<file path="src/rtl/final_destination_engine.sv">
// Fully connected NN inference sequencer: 2..5 layers, signed Q8.8, per-layer activation.
// Latency: sum over layers of nl(k)*(nl(k-1)+2) cycles from start to the done pulse.
// Backpressure: none; the weight ROM is combinational and results are pushed out unthrottled.
// Ports: start/no_layers/nlK/aflK configure a run (latched in IDLE); in_we/in_addr/in_data
//        load the input vector; w_addr/w_data stream weights; busy/done/error report status;
//        out_valid/out_idx/out_data stream the final-layer results.
module final_destination_engine (
  input  logic        clk,
  input  logic        rst_n,
  input  logic        start,
  input  logic [5:0]  no_layers,
  input  logic [5:0]  nl1,
  input  logic [5:0]  nl2,
  input  logic [5:0]  nl3,
  input  logic [5:0]  nl4,
  input  logic [5:0]  nl5,
  input  logic [1:0]  afl1,
  input  logic [1:0]  afl2,
  input  logic [1:0]  afl3,
  input  logic [1:0]  afl4,
  input  logic [1:0]  afl5,
  input  logic        in_we,
  input  logic [5:0]  in_addr,
  input  logic [15:0] in_data,
  output logic [15:0] w_addr,
  input  logic [15:0] w_data,
  output logic        busy,
  output logic        done,
  output logic        error,
  output logic        out_valid,
  output logic [5:0]  out_idx,
  output logic [15:0] out_data
);

  typedef enum logic [2:0] {S_IDLE, S_BIAS, S_MAC, S_ACT, S_DONE} state_t;
  state_t state, state_nxt;

  logic [5:0]         cfg_layers;
  logic [5:0]         cfg_nl [0:7];
  logic [1:0]         cfg_af [0:7];
  logic [2:0]         lyr;
  logic [2:0]         lyr_prev;
  logic [5:0]         idx_i;
  logic [5:0]         idx_j;
  logic signed [39:0] acc;
  logic               err_q;

  // Ping-pong activation buffers; even layers read A, odd layers read B.
  logic [15:0] buf_a [0:63];
  logic [15:0] buf_b [0:63];

  logic               last_in;
  logic               last_nrn;
  logic               last_lyr;
  logic               cfg_bad;
  logic signed [15:0] x_cur;
  logic signed [31:0] prod;
  logic signed [39:0] sh;
  logic signed [15:0] ysat;
  logic signed [16:0] hs;
  logic [15:0]        y_act;

  assign lyr_prev = lyr - 3'd1;
  assign last_in  = (idx_i == cfg_nl[lyr_prev] - 6'd1);
  assign last_nrn = (idx_j == cfg_nl[lyr] - 6'd1);
  assign last_lyr = ({3'b000, lyr} == cfg_layers);
  assign cfg_bad  = (cfg_layers < 6'd2) || (cfg_layers > 6'd5) ||
                    (cfg_nl[1] == 6'd0) || (cfg_nl[2] == 6'd0) ||
                    ((cfg_layers >= 6'd3) && (cfg_nl[3] == 6'd0)) ||
                    ((cfg_layers >= 6'd4) && (cfg_nl[4] == 6'd0)) ||
                    ((cfg_layers >= 6'd5) && (cfg_nl[5] == 6'd0));
  assign x_cur    = lyr[0] ? buf_b[idx_i] : buf_a[idx_i];
  assign prod     = $signed(w_data) * x_cur;

  // Requantise to Q8.8 with saturation, then apply the layer activation.
  always_comb begin
    sh    = acc >>> 8;
    ysat  = sh[15:0];
    if (sh > 40'sd32767)
      ysat = 16'sh7FFF;
    else if (sh < -40'sd32768)
      ysat = 16'sh8000;
    hs    = ($signed({ysat[15], ysat}) >>> 2) + 17'sd128;
    y_act = ysat;
    case (cfg_af[lyr])
      2'b00: y_act = ysat[15] ? 16'h0000 : ysat;
      2'b01: y_act = ysat;
      2'b10: begin
        if (ysat > 16'sd256)
          y_act = 16'h0100;
        else if (ysat < -16'sd256)
          y_act = 16'hFF00;
        else
          y_act = ysat;
      end
      default: begin
        if (hs < 17'sd0)
          y_act = 16'h0000;
        else if (hs > 17'sd256)
          y_act = 16'h0100;
        else
          y_act = hs[15:0];
      end
    endcase
  end

  always_ff @(posedge clk or negedge rst_n) begin
    if (!rst_n)
      state <= S_IDLE;
    else
      state <= state_nxt;
  end

  always_comb begin
    state_nxt = state;
    case (state)
      S_IDLE: if (start) state_nxt = S_BIAS;
      // The configuration check happens here, one cycle after start, so a bad
      // configuration never advances the weight address.
      S_BIAS: state_nxt = cfg_bad ? S_DONE : S_MAC;
      S_MAC:  if (last_in) state_nxt = S_ACT;
      S_ACT:  state_nxt = (last_nrn && last_lyr) ? S_DONE : S_BIAS;
      S_DONE: state_nxt = S_IDLE;
      default: state_nxt = S_IDLE;
    endcase
  end

  assign busy  = (state == S_BIAS) || (state == S_MAC) || (state == S_ACT);
  assign done  = (state == S_DONE);
  assign error = done && err_q;

  // w_addr always points at the word being read. It advances on leaving a read
  // cycle that has a successor read; during ACT it holds the last weight and
  // steps to the next bias on leaving ACT, so it stops on the final word.
  always_ff @(posedge clk or negedge rst_n) begin
    if (!rst_n) begin
      cfg_layers <= '0;
      for (int k = 0; k < 8; k++) begin
        cfg_nl[k] <= '0;
        cfg_af[k] <= '0;
      end
      lyr       <= 3'd2;
      idx_i     <= '0;
      idx_j     <= '0;
      acc       <= '0;
      err_q     <= 1'b0;
      w_addr    <= '0;
      out_valid <= 1'b0;
      out_idx   <= '0;
      out_data  <= '0;
    end else begin
      out_valid <= 1'b0;
      case (state)
        S_IDLE: begin
          if (start) begin
            cfg_layers <= no_layers;
            cfg_nl[1]  <= nl1;
            cfg_nl[2]  <= nl2;
            cfg_nl[3]  <= nl3;
            cfg_nl[4]  <= nl4;
            cfg_nl[5]  <= nl5;
            cfg_af[1]  <= afl1;
            cfg_af[2]  <= afl2;
            cfg_af[3]  <= afl3;
            cfg_af[4]  <= afl4;
            cfg_af[5]  <= afl5;
            lyr        <= 3'd2;
            idx_i      <= '0;
            idx_j      <= '0;
            err_q      <= 1'b0;
            w_addr     <= '0;
          end
        end
        S_BIAS: begin
          if (cfg_bad) begin
            err_q <= 1'b1;
          end else begin
            acc    <= {{16{w_data[15]}}, w_data, 8'h00};
            idx_i  <= '0;
            w_addr <= w_addr + 16'd1;
          end
        end
        S_MAC: begin
          acc <= acc + {{8{prod[31]}}, prod};
          if (!last_in) begin
            idx_i  <= idx_i + 6'd1;
            w_addr <= w_addr + 16'd1;
          end
        end
        S_ACT: begin
          if (last_lyr) begin
            out_valid <= 1'b1;
            out_idx   <= idx_j;
            out_data  <= y_act;
          end
          if (!(last_nrn && last_lyr))
            w_addr <= w_addr + 16'd1;
          if (last_nrn) begin
            lyr   <= lyr + 3'd1;
            idx_j <= '0;
          end else begin
            idx_j <= idx_j + 6'd1;
          end
        end
        default: ;
      endcase
    end
  end

  // Buffer storage carries no reset.
  always_ff @(posedge clk) begin
    if (state == S_IDLE && in_we)
      buf_a[in_addr] <= in_data;
    if (state == S_ACT) begin
      if (lyr[0])
        buf_a[idx_j] <= y_act;
      else
        buf_b[idx_j] <= y_act;
    end
  end

endmodule

</file>
<file path="config.mk">
export PLATFORM = sky130hd
export DESIGN_NAME = final_destination_engine
export DESIGN_NICKNAME = d
export VERILOG_FILES = /design/src/rtl/final_destination_engine.sv
export SDC_FILE = /design/constraint.sdc
export NUM_CORES = 2
export LEC_CHECK = 0
export ABC_AREA = 1
export CORE_MARGIN = 2
export CORE_UTILIZATION = 50
export DETAILED_ROUTE_END_ITERATION = 8
export PLACE_DENSITY = 0.77
export SLEW_MARGIN = 15
export SYNTH_ARGS = -nofsm -noshare
export SYNTH_HDL_FRONTEND = slang
export SYNTH_SLANG_ARGS = --single-unit
</file>
<file path="constraint.sdc">
create_clock -name clk -period 8.3 [get_ports clk]
set_input_delay 1.66 -clock clk [delete_from_list [all_inputs] [get_ports clk]]
set_output_delay 1.66 -clock clk [all_outputs]
set_load 0.005 [all_outputs]
</file>
**Word-level counts from Yosys, hierarchy flattened**

Memory sizes are Yosys's and may differ from the RTL's.
Cells that the tools add are included.

- Register bits after elaboration: 144
- Memories: 2
- RAM bits: 2048

- Bitwise gates (word level): 2
- Equality and inequality tests: 16
- $mul: 1
- Add/subtract/negate cells: 9
- Mux-type cells: 55
- Order comparisons: 13
- Reductions and logical operators: 36

Memory list:

| memory | depth | width | read ports | clocked after Yosys merged registers in | write ports | line | RTL |
|---|---|---|---|---|---|---|---|
| buf_a | 64 | 16 | 1 | 0 | 1 | 49 | `logic [15:0] buf_a [0:63];` |
| buf_b | 64 | 16 | 1 | 0 | 1 | 50 | `logic [15:0] buf_b [0:63];` |

Operators by type and width:

| operator | count |
|---|---|
| $mux 16 | 12 |
| $pmux 40 s2 | 1 |
| $pmux 16 s4 | 1 |
| $mux 6 | 9 |
| $pmux 16 s3 | 1 |
| $add 40x40->40 | 1 |
| $mux 40 | 1 |
| $bmux 6 s3 | 2 |
| $gt 32x16->1 const B | 1 |
| $lt 32x16->1 const B | 1 |
| $mul 16x16->32 | 1 |
| $logic_not 6->1 | 5 |
| $mux 3 | 6 |
| $pmux 6 s3 | 1 |
| $add 16x1->16 const B | 1 |
| $gt 16x10->1 const B | 1 |
| $lt 16x9->1 const B | 1 |
| $reduce_or 16->1 | 1 |
| $add 14x9->15 const B | 1 |
| $gt 15x10->1 const B | 1 |
| $lt 15x1->1 const B | 1 |
| $mux 15 | 1 |
| $ne 2x2->1 const B | 7 |
| $mux 1 | 13 |
| 34 further kinds | 61 |

**Depth between registers and ports, before layout**

- Depth in word-level cells: 9
- Mapped depth: 49

**Worst setup path after synthesis**

Ideal clock, no wire load.

- Path type: input to register
- Start point: in w_data[15]
- End point: reg acc[39]
- Setup slack: -0.568 ns
- Arrival: 8.744 ns
- Cell stages on the path: 34
- Path buffers: 1
- Cell sequence: clkbuf_1 clkinv_1 nor2_1 inv_1 fa_1 inv_1 fa_1 fa_1 fa_1 fa_1 inv_1 fa_1 inv_1 ha_1 nand2_1 nor2_1 inv_1 nor4_1 nand2_1 nand2_1 xnor2_1 inv_1 ha_1 nand2_1 nor2_1 inv_1 nor4_1 nand3_1 nand3_1 nand2_1 nand2_1 nand2_1 nand2_1 o21bai_1

- Longest elaborated chain between the ends: 3
- Elaborated cells between the ends (all ways): 4
- Those cells by class: add/sub (1); mul (1); mux (2)

RTL lines:

| item | line | RTL |
|---|---|---|
| start, declared | 26 | `input logic [15:0] w_data,` |
| $mul 16x16->32 | 73 | `assign prod = $signed(w_data) * x_cur;` |
| $add 40x40->40 | 184 | `acc <= acc + {{8{prod[31]}}, prod};` |
| $pmux 40 s2 * | 153 | `case (state)` |
| end signal, assigned | 178 | `acc <= {{16{w_data[15]}}, w_data, 8'h00};` |
| end signal, assigned | 184 |  |
| end, declared | 45 | `logic signed [39:0] acc;` |

Mark *: on every way between the ends. The rest lies on a longest branch, timed or not. The select of a mux whose other input is x is not followed.
A chain may end at the register's enable or synchronous reset.

**Worst setup path in the final report**

- Start point: reg idx_i[0]
- End point: reg acc[38]

- Longest elaborated chain between the ends: 5
- Elaborated cells between the ends (all ways): 6
- Those cells by class: add/sub (1); mul (1); mux (2); memory (2)

RTL lines:

| item | line | RTL |
|---|---|---|
| start, declared | 43 | `logic [5:0] idx_i;` |
| start signal, assigned | 186 | `idx_i <= idx_i + 6'd1;` |
| $mem_v2 64x16 (on tied branches) | - |  |
| $mux 16 * | 72 | `assign x_cur = lyr[0] ? buf_b[idx_i] : buf_a[idx_i];` |
| $mul 16x16->32 * | 73 |  |
| $add 40x40->40 * | 184 |  |
| $pmux 40 s2 * | 153 |  |

Mark *: on every way between the ends. The rest lies on a longest branch, timed or not.

==> metrics.md <==
| Metric | Value |
|---|---|
| Synth Area in Compound Gates | `11.7%` |
| Final Skew | `0.134 ns` |
| Congestion Overflow GR | `0` |
| Area of the core | `200,000 um2` |
| Worst Hold Class | `flop to flop` |
| DIE AREA | `205,000 um2` |
| Largest family of logic cells by synthesized area | `simple AND/OR/NAND/NOR gates` |
| Fin crit share | `113%` |
| Count of hold-fix buffers inserted at cts | `0` |
| Post-synthesis mux area share | `0%` |
| Fmax | `106 MHz` |
| Startpoint Class | `flop` |
| Ports | `130` |
| Post-synthesis cell area | `101,000 um2` |
| Syn_area_per_cell | `11.5 um2` |
| R2R setup slack | `-1.10 ns` |
| Final worst path period need | `9.40 ns` |
| Critical path's top delay family | `adder cells` |
| XOR/XNOR share of the synthesized area | `0.624%` |
| Most frequent CP cell | `fa_1` |
| R2R depth | `45` |
| Cell variety after synth | `63` |
| Rel. slew slack | `20.8%` |
| Min-Delay Endpoint | `out_data[11]$_DFFE_PN0P_` |
| Pin count of the biggest net entering global routing | `82` |
| Root buffer selected by CTS | `clkbuf_16` |
| CP Data Arrival Time | `10.08 ns` |
| Ys Warns | `24` |
| Max Root-Sink Buffers | `3` |
| Hold Startpoint | `out_data[11]$_DFFE_PN0P_` |
| Iter 0 DRT Violations | `11,500` |
| Critical-path top delay cell | `fa_1` |
| CP max FO | `12` |
| First-pass GRT wire length | `474,000 um` |
| RSZ-0062 raised after global routing | `true` |
| Setup violations, final | `31` |
| Htree depth | `4` |
| Vias per Instance | `6.26` |
| Cell Rows | `164` |
| I/O Buffers | `129` |
| Fin util | `62.1%` |
| Reg2Reg Launch Point | `idx_i[0]$_DFFE_PN0P_` |
| Sequential share of the synthesized area | `64.6%` |
| GRT Overall Usage | `30.7%` |
| Synth Area in Adders | `6.86%` |
| Vias | `77,900` |
| Critical Path RT | `8.97 ns` |
| Wire per inst | `26.3 um` |
| Initial DRT Pass Iterations | `7` |
| Die Height | `453 um` |
| Clock latency on the worst-skew pair | `0.93 ns` |
| Post-Route WL | `327,000 um` |
| Synth-to-layout area growth | `23.3%` |
| Initial antenna violation count | `7` |
| Clock slew at reported path FFs | `0.07 ns` |
| Top_reg_cell synth | `edfxtp_1` |
| Total negative setup slack | `-24.60 ns` |
| RR Endpoint | `acc[38]$_DFFE_PN0P_` |
| Post-DP HPWL | `201,000 um` |
| Final Hold Viols | `0` |
| GP Congestion | `0.971` |
| Mapped Cells | `8,740` |
| Status | `finished with violations` |
| CTS Buf Count | `214` |
| Final WS setup | `-1.10 ns` |
| WHS Path Cells | `2` |
| EDFF count, synth | `2,048` |
| Final net count | `10,100` |
| CTS tree | `yes` |
| Ys async rst share | `6.57%` |
| Max Cap Viol | `0` |
| Failing checks | `setup timing` |
| Post-route ant nets | `0` |
| Worst hold margin | `0.488 ns` |
| Worst Tran Pin Value | `1.18 ns` |
| Vias in the first global route | `75,800` |
| Flip-flop and latch count after synthesis | `2,192` |
| Kind of critical path | `flop to flop` |
| Simple-gate area share of the yosys netlist | `12.1%` |
| Share of cells above drive strength 1 | `20.9%` |
| Crit. End Element | `flop` |
| Slowest cell delay on critical path | `0.58 ns` |
| Worst Path Buf+Inv | `15` |
| Post-Syn Nets | `9,223` |
| Starting Density | `50.4%` |
| Clk sinks | `2,192` |
| Slew Viols, Final | `0` |
| Die width | `453 um` |
| # DRC | `0` |
## synthesized netlist by cell type (16+ instances only)
cell / number / share of area [%]
inv_1: 489 / 1.8
o21ai_0: 1193 / 5.9
dfrtp_1: 143 / 3.6
nand3_1: 382 / 1.9
buf_2: 108 / 0.54
xnor2_1: 19 / 0.17
clkbuf_1: 348 / 1.3
nor2_1: 1475 / 5.5
a21oi_1: 170 / 0.84
xor2_1: 51 / 0.44
edfxtp_1: 2048 / 61
nand4_1: 82 / 0.51
nand2_1: 980 / 3.6
o221ai_1: 196 / 1.7
o22ai_1: 323 / 2.0
o21bai_1: 17 / 0.13
ha_1: 132 / 1.6
o21ai_1: 16 / 0.079
nor3_1: 20 / 0.099
fa_1: 263 / 5.2
o211ai_1: 76 / 0.57
buf_1: 42 / 0.16
## cell type report
cell class	count	area, um2
Fill cell	14200	75800
Sequential cell	2192	65100
Multi-Input combinational cell	5519	35200
Timing Repair Buffer	1165	11400
Clock buffer	252	5520
Tap cell	2656	3320
Inverter	513	1990
Clock inverter	142	1640
Timing Repair inverter	2	25.0
Antenna cell	1	2.50
## cell usage in the layout (no fill, tap or decap), types with 22 or more instances in the layout
master	Yosys	layout
buf_4	12	800
edfxtp_1	2048	2048
clkinv_2	0	47
dfrtp_1	143	138
nand2_1	980	861
o21ai_1	16	79
clkdlybuf4s50_1	0	128
inv_2	13	61
nor2_1	1475	1403
buf_12	0	85
buf_6	5	100
a21oi_2	2	45
nand3_1	382	271
o211ai_1	76	76
clkinv_1	11	54
ha_1	132	81
nor2_2	5	47
nand4_1	82	82
o21ai_2	3	30
inv_1	489	429
nand3_2	6	93
nand2_4	1	30
nand3_4	1	25
clkbuf_1	348	36
ha_4	0	45
xor2_1	51	40
o221ai_1	196	190
a21oi_1	170	109
fa_1	263	229
o21ai_0	1193	1096
nand2_2	3	91
fa_2	0	34
bufinv_16	0	22
nor2_4	2	32
buf_16	0	24
clkbuf_16	0	221
o22ai_1	323	305
## tightest hold or removal path, stage by stage (launching register included)
cell	delay, ns
dfrtp_1	0.34
nand2_1	0.05
nand2_1	0.06
## per-layer routing
metal,up-vias,track usage (%),share of wire [%]
met5,-,0,0.034
met4,16,17.4,6.7
met3,1164,7.72,13
met2,5903,46.7,45
met1,37800,40.3,35
li1,33000,-,-
## state kept, by name, indices dropped and copies added, names as in the netlist
register    cells
state           3
cfg_layers      6
idx_i           6
err_q           1
w_addr         16
acc            40
out_valid       1
out_idx         6
buf_b        1024
out_data       16
cfg_nl         30
buf_a        1024
idx_j           6
lyr             3
cfg_af         10
## cell families (layout without fill, tap and decap cells)
family | Yosys count | count (layout)
other cells | 0 | 1
xor+xnor | 71 | 71
buf+inv | 1029 | 2074
flops | 2192 | 2192
compound gates | 2051 | 2051
fa+ha+maj | 395 | 395
simple gates | 3002 | 3002
## worst max-delay path by stage
stage          slack, ns  cells after the start                   to            startpoint
2_1_floorplan       0.02                     34  acc[39]$_DFFE_PN0P_            w_data[15]
3_3_place_gp       -1.31                     42  acc[36]$_DFFE_PN0P_  idx_i[0]$_DFFE_PN0P_
6_report           -1.10                     45  acc[38]$_DFFE_PN0P_  idx_i[0]$_DFFE_PN0P_
4_1_cts            -0.87                     44  acc[36]$_DFFE_PN0P_  idx_i[0]$_DFFE_PN0P_
3_5_place_dp       -1.46                     41  acc[36]$_DFFE_PN0P_  idx_i[0]$_DFFE_PN0P_
5_1_grt            -1.41                     45  acc[38]$_DFFE_PN0P_  idx_i[0]$_DFFE_PN0P_
## repair_timing
item | in CTS | in global routing
resized for setup | 422 | 587
buffers inserted | 59 | 75
endpoints found under the setup margin | 31 | 32
pin swaps | 147 | 265
cloned | 16 | 7
## through the flow
step / instances / worst slack, ns / area [um2]
6_report: 12400 / -1.10 / 124000
3_5_place_dp: 11900 / -1.46 / 111000
5_1_grt: 12400 / -1.41 / 124000
4_1_cts: 12400 / -0.873 / 121000
2_1_floorplan: 8740 / 0.0230 / 101000
3_3_place_gp: 11900 / -1.31 / 111000
Power is not shown: default switching activity piles up to over one toggle a cycle in this logic, so the estimate is an artifact.
